## config.mk

```make
export PLATFORM = sky130hd
export DESIGN_NAME = k007232_vol_mixer
export DESIGN_NICKNAME = d
export VERILOG_FILES = /design/src/rtl/k007232_pkg.sv /design/src/rtl/k007232_shift_mul.sv /design/src/rtl/k007232_vol_mixer.sv
export SDC_FILE = /design/constraint.sdc
export NUM_CORES = 1
export LEC_CHECK = 0
export ABC_AREA = 1
export CELL_PAD_IN_SITES_DETAIL_PLACEMENT = 1
export CELL_PAD_IN_SITES_GLOBAL_PLACEMENT = 1
export CORE_ASPECT_RATIO = 0.7
export CORE_MARGIN = 8
export CORE_UTILIZATION = 43
export DETAILED_ROUTE_END_ITERATION = 10
export PLACE_DENSITY = 0.86
export SETUP_SLACK_MARGIN = 0.5
export SLEW_MARGIN = 0
export SYNTH_ARGS = -nofsm -noshare
export SYNTH_HDL_FRONTEND = slang
export SYNTH_SLANG_ARGS = --single-unit
```

## constraint.sdc

```tcl
create_clock -name i_EMUCLK -period 3.8 [get_ports i_EMUCLK]
set_input_delay 0.76 -clock i_EMUCLK [delete_from_list [all_inputs] [get_ports i_EMUCLK]]
set_output_delay 0.76 -clock i_EMUCLK [all_outputs]
set_load 0.01 [all_outputs]
```

## src/rtl/k007232_pkg.sv

```systemverilog
// Shared constants and types for the 007232 volume mixer stage.
// Sample and volume widths, FSM state enum, bias-removal helper.
package k007232_pkg;

  localparam int SAMPLE_W    = 7;
  localparam int VOL_W       = 4;
  localparam int SAMPLE_BIAS = 64;
  localparam int PROD_W      = 11;
  localparam int SUM_W       = 12;
  localparam int SMP_S_W     = SAMPLE_W + 1;
  localparam int STEP_W      = $clog2(VOL_W);

  typedef enum logic [1:0] {
    IDLE,
    MUL_A,
    MUL_B,
    SUM
  } mix_state_t;

  function automatic logic signed [SMP_S_W-1:0] unbias(
    input logic [SAMPLE_W-1:0] s
  );
    return SMP_S_W'({1'b0, s}) - SMP_S_W'(SAMPLE_BIAS);
  endfunction

endpackage

```

## src/rtl/k007232_shift_mul.sv

```systemverilog
// Serial signed x unsigned shift-add multiplier, volume LSB first.
// The start cycle performs step 0; done marks the final step.
module k007232_shift_mul
  import k007232_pkg::*;
(
  input  logic                      i_EMUCLK,
  input  logic                      i_RST,
  input  logic                      start,
  input  logic signed [SMP_S_W-1:0] a,
  input  logic [VOL_W-1:0]          b,
  output logic signed [PROD_W-1:0]  prod,
  output logic                      run,
  output logic                      done
);

  logic signed [PROD_W-1:0] a_ext;
  logic signed [PROD_W-1:0] a_q;
  logic [VOL_W-1:0]         b_q;
  logic [STEP_W-1:0]        step;

  assign a_ext = PROD_W'(a);
  assign done  = run && (step == STEP_W'(VOL_W - 1));

  always_ff @(posedge i_EMUCLK) begin
    if (i_RST) begin
      run  <= 1'b0;
      step <= '0;
      prod <= '0;
      a_q  <= '0;
      b_q  <= '0;
    end else if (start) begin
      a_q  <= a_ext;
      b_q  <= b;
      prod <= b[0] ? a_ext : '0;
      step <= STEP_W'(1);
      run  <= 1'b1;
    end else if (run) begin
      if (b_q[step])
        prod <= prod + (a_q <<< step);
      step <= step + 1'b1;
      if (done)
        run <= 1'b0;
    end
  end

endmodule

```

## src/rtl/k007232_vol_mixer.sv

```systemverilog
// 007232 volume latch, per-channel scaling and two-channel mix.
// Define K007232_VOLMIX_SAT_EN to clamp instead of wrap on overflow.
module k007232_vol_mixer
  import k007232_pkg::*;
#(
  parameter int OUT_W      = 16,
  parameter int GAIN_SHIFT = 4
) (
  input  logic                i_EMUCLK,
  input  logic                i_RST,
  input  logic                i_CEN,
  input  logic                i_SLEV_n,
  input  logic [7:0]          i_DB,
  input  logic [SAMPLE_W-1:0] i_ASD,
  input  logic [SAMPLE_W-1:0] i_BSD,
  output logic [VOL_W-1:0]    o_VOLA,
  output logic [VOL_W-1:0]    o_VOLB,
  output logic                o_BUSY,
  output logic [OUT_W-1:0]    o_SND,
  output logic                o_VALID
);

  localparam int SH_RAW = SUM_W + GAIN_SHIFT;
  localparam int SH_W   = (OUT_W > SH_RAW) ? OUT_W : SH_RAW;

  mix_state_t state, state_nx;

  logic signed [SMP_S_W-1:0] sa_q, sb_q;
  logic [VOL_W-1:0]          va_q, vb_q;
  logic signed [PROD_W-1:0]  pa_q;

  logic                      mul_start;
  logic signed [SMP_S_W-1:0] mul_a;
  logic [VOL_W-1:0]          mul_b;
  logic signed [PROD_W-1:0]  mul_prod;
  logic                      mul_run;
  logic                      mul_done;

  logic signed [SUM_W-1:0]   sum_c;
  logic signed [SH_W-1:0]    sh_c;
  logic [OUT_W-1:0]          snd_c;

  k007232_shift_mul u_mul (
    .i_EMUCLK (i_EMUCLK),
    .i_RST    (i_RST),
    .start    (mul_start),
    .a        (mul_a),
    .b        (mul_b),
    .prod     (mul_prod),
    .run      (mul_run),
    .done     (mul_done)
  );

  always_ff @(posedge i_EMUCLK) begin
    if (i_RST) begin
      o_VOLA <= '0;
      o_VOLB <= '0;
    end else if (!i_SLEV_n) begin
      o_VOLA <= i_DB[7:4];
      o_VOLB <= i_DB[3:0];
    end
  end

  // Snapshot reads the volume registers before any same-edge write lands
  always_ff @(posedge i_EMUCLK) begin
    if (i_RST) begin
      sa_q <= '0;
      sb_q <= '0;
      va_q <= '0;
      vb_q <= '0;
    end else if (state == IDLE && i_CEN) begin
      sa_q <= unbias(i_ASD);
      sb_q <= unbias(i_BSD);
      va_q <= o_VOLA;
      vb_q <= o_VOLB;
    end
  end

  always_ff @(posedge i_EMUCLK) begin
    if (i_RST)
      state <= IDLE;
    else
      state <= state_nx;
  end

  always_comb begin
    state_nx  = state;
    mul_start = 1'b0;
    mul_a     = sa_q;
    mul_b     = va_q;
    unique case (state)
      IDLE: begin
        if (i_CEN)
          state_nx = MUL_A;
      end
      MUL_A: begin
        mul_start = !mul_run;
        if (mul_done)
          state_nx = MUL_B;
      end
      MUL_B: begin
        mul_start = !mul_run;
        mul_a     = sb_q;
        mul_b     = vb_q;
        if (mul_done)
          state_nx = SUM;
      end
      SUM: state_nx = IDLE;
      default: state_nx = IDLE;
    endcase
  end

  // Channel A product is still held in the multiplier as B starts
  always_ff @(posedge i_EMUCLK) begin
    if (i_RST)
      pa_q <= '0;
    else if (state == MUL_B && mul_start)
      pa_q <= mul_prod;
  end

  assign sum_c = SUM_W'(pa_q) + SUM_W'(mul_prod);
  assign sh_c  = SH_W'(sum_c) <<< GAIN_SHIFT;

`ifdef K007232_VOLMIX_SAT_EN
  localparam logic signed [SH_W-1:0] SND_HI =
    {{(SH_W - OUT_W + 1){1'b0}}, {(OUT_W - 1){1'b1}}};
  localparam logic signed [SH_W-1:0] SND_LO =
    {{(SH_W - OUT_W + 1){1'b1}}, {(OUT_W - 1){1'b0}}};

  always_comb begin
    snd_c = sh_c[OUT_W-1:0];
    if (sh_c > SND_HI)
      snd_c = SND_HI[OUT_W-1:0];
    else if (sh_c < SND_LO)
      snd_c = SND_LO[OUT_W-1:0];
  end
`else
  assign snd_c = sh_c[OUT_W-1:0];
`endif

  always_ff @(posedge i_EMUCLK) begin
    if (i_RST) begin
      o_SND   <= '0;
      o_VALID <= 1'b0;
    end else begin
      o_VALID <= (state == SUM);
      if (state == SUM)
        o_SND <= snd_c;
    end
  end

  assign o_BUSY = (state != IDLE);

endmodule

```

==> impl_metrics.json <==
{
  "wl_per_cell_um": 16.0,
  "first_iter_violations": 271,
  "drv_slew": 0,
  "cts.htree.levels": 3,
  "nets": 744,
  "critical_path.slowest_cell": "dfxtp_1",
  "cts.clk_slew.worst_paths_ns": 0.06,
  "cap_violations": 0,
  "timing_worst_slew_pin_value_ns": 0.877,
  "p_leak_nw": 2.48,
  "ant_nets": 0,
  "cts_root_buf": "clkbuf_16",
  "first_pass_iters": 4,
  "ys_types": 38,
  "yosysSeqAreaShare": 0.361,
  "cp.arrival_ns": 2.80,
  "dieArea_um2": 14000,
  "setup_tns_ns": 0,
  "start_util": 0.438,
  "antenna_cells": 0,
  "post_cts_buffers": 0,
  "ir_worst_vdd_mv": 0.323,
  "cts_tree": "done",
  "fin_skew_ns": 0.00648,
  "yosysWarnings": 0,
  "cts_inserted_buffers": 9,
  "relSlewSlack": 0.415,
  "fill_cells": 1347,
  "cp_max_fo": 20,
  "ctsHoldBuffers": 0,
  "clockBufferDepth": 2,
  "dpl.hpwl_um": 10200,
  "drive_above_1_share": 0.0504,
  "worstSetupEndpointType": "flop",
  "clock_sinks": 81,
  "netlist_area_um2": 4490,
  "finalSetupViolations": 0,
  "std_cell_rows": 31,
  "path_delay_family": "compound AO/OA/AOI/OAI gates",
  "dp.cells": 810,
  "remaining_drc_errors": 0,
  "gp_congestion": 0.842,
  "seq_power_share": 0.322,
  "rsz0062_at_grt": "false",
  "grt_overflow": 0,
  "multiInputGateArea_um2": 2470,
  "cp-start-kind": "flop",
  "finalCritPeriodShare": 0.668,
  "p_per_area_nw_per_um2": 761,
  "grt_pass1_wl_um": 22700,
  "hold_slack_ns": 0.452,
  "cellInternalPower_mw": 2.29,
  "postSynthAreaPerCell_um2": 6.89,
  "finalHoldViolCount": 0,
  "port_buffers": 47,
  "combPwrFrac": 0.458,
  "power.share.switching": 0.434,
  "crit_buf_inv": 0,
  "cts-resized-gates": 0,
  "grt_max_degree": 37,
  "vias_per_cell": 5.25,
  "hold_path_class": "reg2reg",
  "syn_inst": 652,
  "antenna_found_initial": 0,
  "dieWidth_um": 138,
  "areaGrowthSynthToFinish_pct": 18.5,
  "die_h_um": 101,
  "final_cells": 826,
  "clock_power_share": 0.220,
  "vias": 4339,
  "outcome": "complete, no violations",
  "clock_latency_ns": 0.34,
  "crit_chain": "o21ai_0, o21ai_0, ha_1, a21oi_1, nor2_1, nor2_1, nand2_1, nand2_1, nand3_1, a21oi_1",
  "ys_seq_elements": 81,
  "coreArea_um2": 10200,
  "fin_crit_ns": 2.54,
  "slowest_delay_ns": 0.74,
  "regArea_um2": 1620,
  "fmax_mhz": 394,
  "grt_pass1_vias": 4632,
  "p_total_mw": 4.05,
  "ios": 52,
  "power.switching_mw": 1.76,
  "required_ns": 4.06,
  "drt-total-wl_um": 13200,
  "crit_type": "reg2reg",
  "grt_use_total": 0.195
}
## synthesized netlist by cell type
cell / number / share of area
nor2_1: 142 / 0.12
clkinv_1: 1 / 0.00084
fa_1: 2 / 0.0089
a21o_1: 2 / 0.0033
ha_1: 27 / 0.075
inv_4: 2 / 0.0028
buf_1: 3 / 0.0025
or2_4: 1 / 0.0020
nor2_4: 1 / 0.0025
a21oi_2: 1 / 0.0020
dfxtp_1: 81 / 0.36
nand3b_1: 3 / 0.0050
o21ai_2: 1 / 0.0020
o21ai_0: 78 / 0.087
a21oi_1: 37 / 0.041
xnor2_1: 1 / 0.0020
o21ai_1: 4 / 0.0045
buf_2: 1 / 0.0011
conb_1: 1 / 0.00084
buf_6: 4 / 0.010
nand3_1: 35 / 0.039
or2_2: 2 / 0.0028
a211oi_1: 1 / 0.0017
o211ai_2: 2 / 0.0056
o22ai_1: 10 / 0.014
nand2_1: 104 / 0.087
clkbuf_1: 14 / 0.012
mux2i_1: 4 / 0.0089
o22ai_2: 1 / 0.0028
inv_1: 61 / 0.051
nor3_1: 2 / 0.0022
buf_4: 6 / 0.010
o21bai_1: 2 / 0.0033
nor2_2: 3 / 0.0042
nor2_8: 1 / 0.0045
clkbuf_2: 1 / 0.0011
nand4_1: 5 / 0.0070
xor2_1: 5 / 0.0098
## area by class of cell
class	count	share of cell area
Inverter	64	0.0461
Sequential cell	81	0.305
Multi-Input combinational cell	481	0.464
Clock buffer	12	0.0482
Tap cell	132	0.0311
Clock inverter	4	0.00965
Timing Repair Buffer	52	0.0955
## power groups by stage
stage	logic [mW]	clock network, mW	registers [mW]
floorplan	1.39	0	1.22
global placement	1.72	0	1.29
detailed placement	1.82	0	1.31
CTS	1.86	0.906	1.30
global route	2.10	0.946	1.34
finish	1.85	0.890	1.30
## routing by layer
metal / wire, um / global-route usage
met5: 0 / 0
met1: 6320 / 0.247
met2: 6180 / 0.334
met4: 124 / 0.0474
met3: 617 / 0.0431
## sequential cells by signal, summed over array words and instances (netlist names)
register and count:
va_q 4, state 2, vb_q 4, sb_q 7
sa_q 7, u_mul.b_q 4, o_VOLA 4, u_mul.prod 11
pa_q 11, u_mul.a_q 7, u_mul.step 2, o_VOLB 4
o_VALID 1, o_SND 12, u_mul.run 1
## worst register-to-register path, delay by kind of cell (launching register included)
family,cells,cell delay (ns)
compound gates,4,0.98
fa+ha+maj,1,0.34
flops,1,0.74
simple gates,5,0.41
## cells by family (layout without fill, tap and decap cells)
logic type | count (synthesis) | count (layout) | share of synthesized area
adder cells (fa/ha/maj) | 29 | 29 | 0.0842
flip-flops | 81 | 81 | 0.361
AND/OR/NAND/NOR | 299 | 299 | 0.275
multiplexers | 4 | 4 | 0.00892
XOR/XNOR | 6 | 6 | 0.0117
buffers and inverters | 93 | 132 | 0.0911
other | 1 | 4 | 0.000835
AO/OA/AOI/OAI | 139 | 139 | 0.167
## final timing paths
kind | startpoint | slack, ns | cells after the start | end
worst max-delay path | u_mul.step[0] | 1.26 | 10 | u_mul.prod[8]
worst min-delay path | vb_q[0] | 0.45 | 2 | vb_q[0]
worst max register to register | u_mul.step[0] | 1.26 | 10 | u_mul.prod[8]
worst min register to register | vb_q[0] | 0.45 | 2 | vb_q[0]
## through the flow
stage / instance area, um^2 / worst slack, ns / utilization
6_report: 5320 / 1.26 / 0.519
5_1_grt: 5320 / 0.962 / 0.519
4_1_cts: 5320 / 1.29 / 0.519
3_5_place_dp: 5010 / 1.01 / 0.489
3_3_place_gp: 5010 / 1.07 / 0.489
2_1_floorplan: 4500 / 1.70 / -
## cells in the final DEF (no fill, tap or decap), types with 10 or more instances in the layout
cell             synthesis  final
o22ai_1                 10     10
ha_1                    27     27
nand2_1                104    104
inv_1                   61     61
dfxtp_1                 81     81
clkdlybuf4s50_1          0     47
o21ai_0                 78     78
a21oi_1                 37     37
nand3_1                 35     35
nor2_1                 142    142
Note: power is estimated with default switching activity, not from simulation.
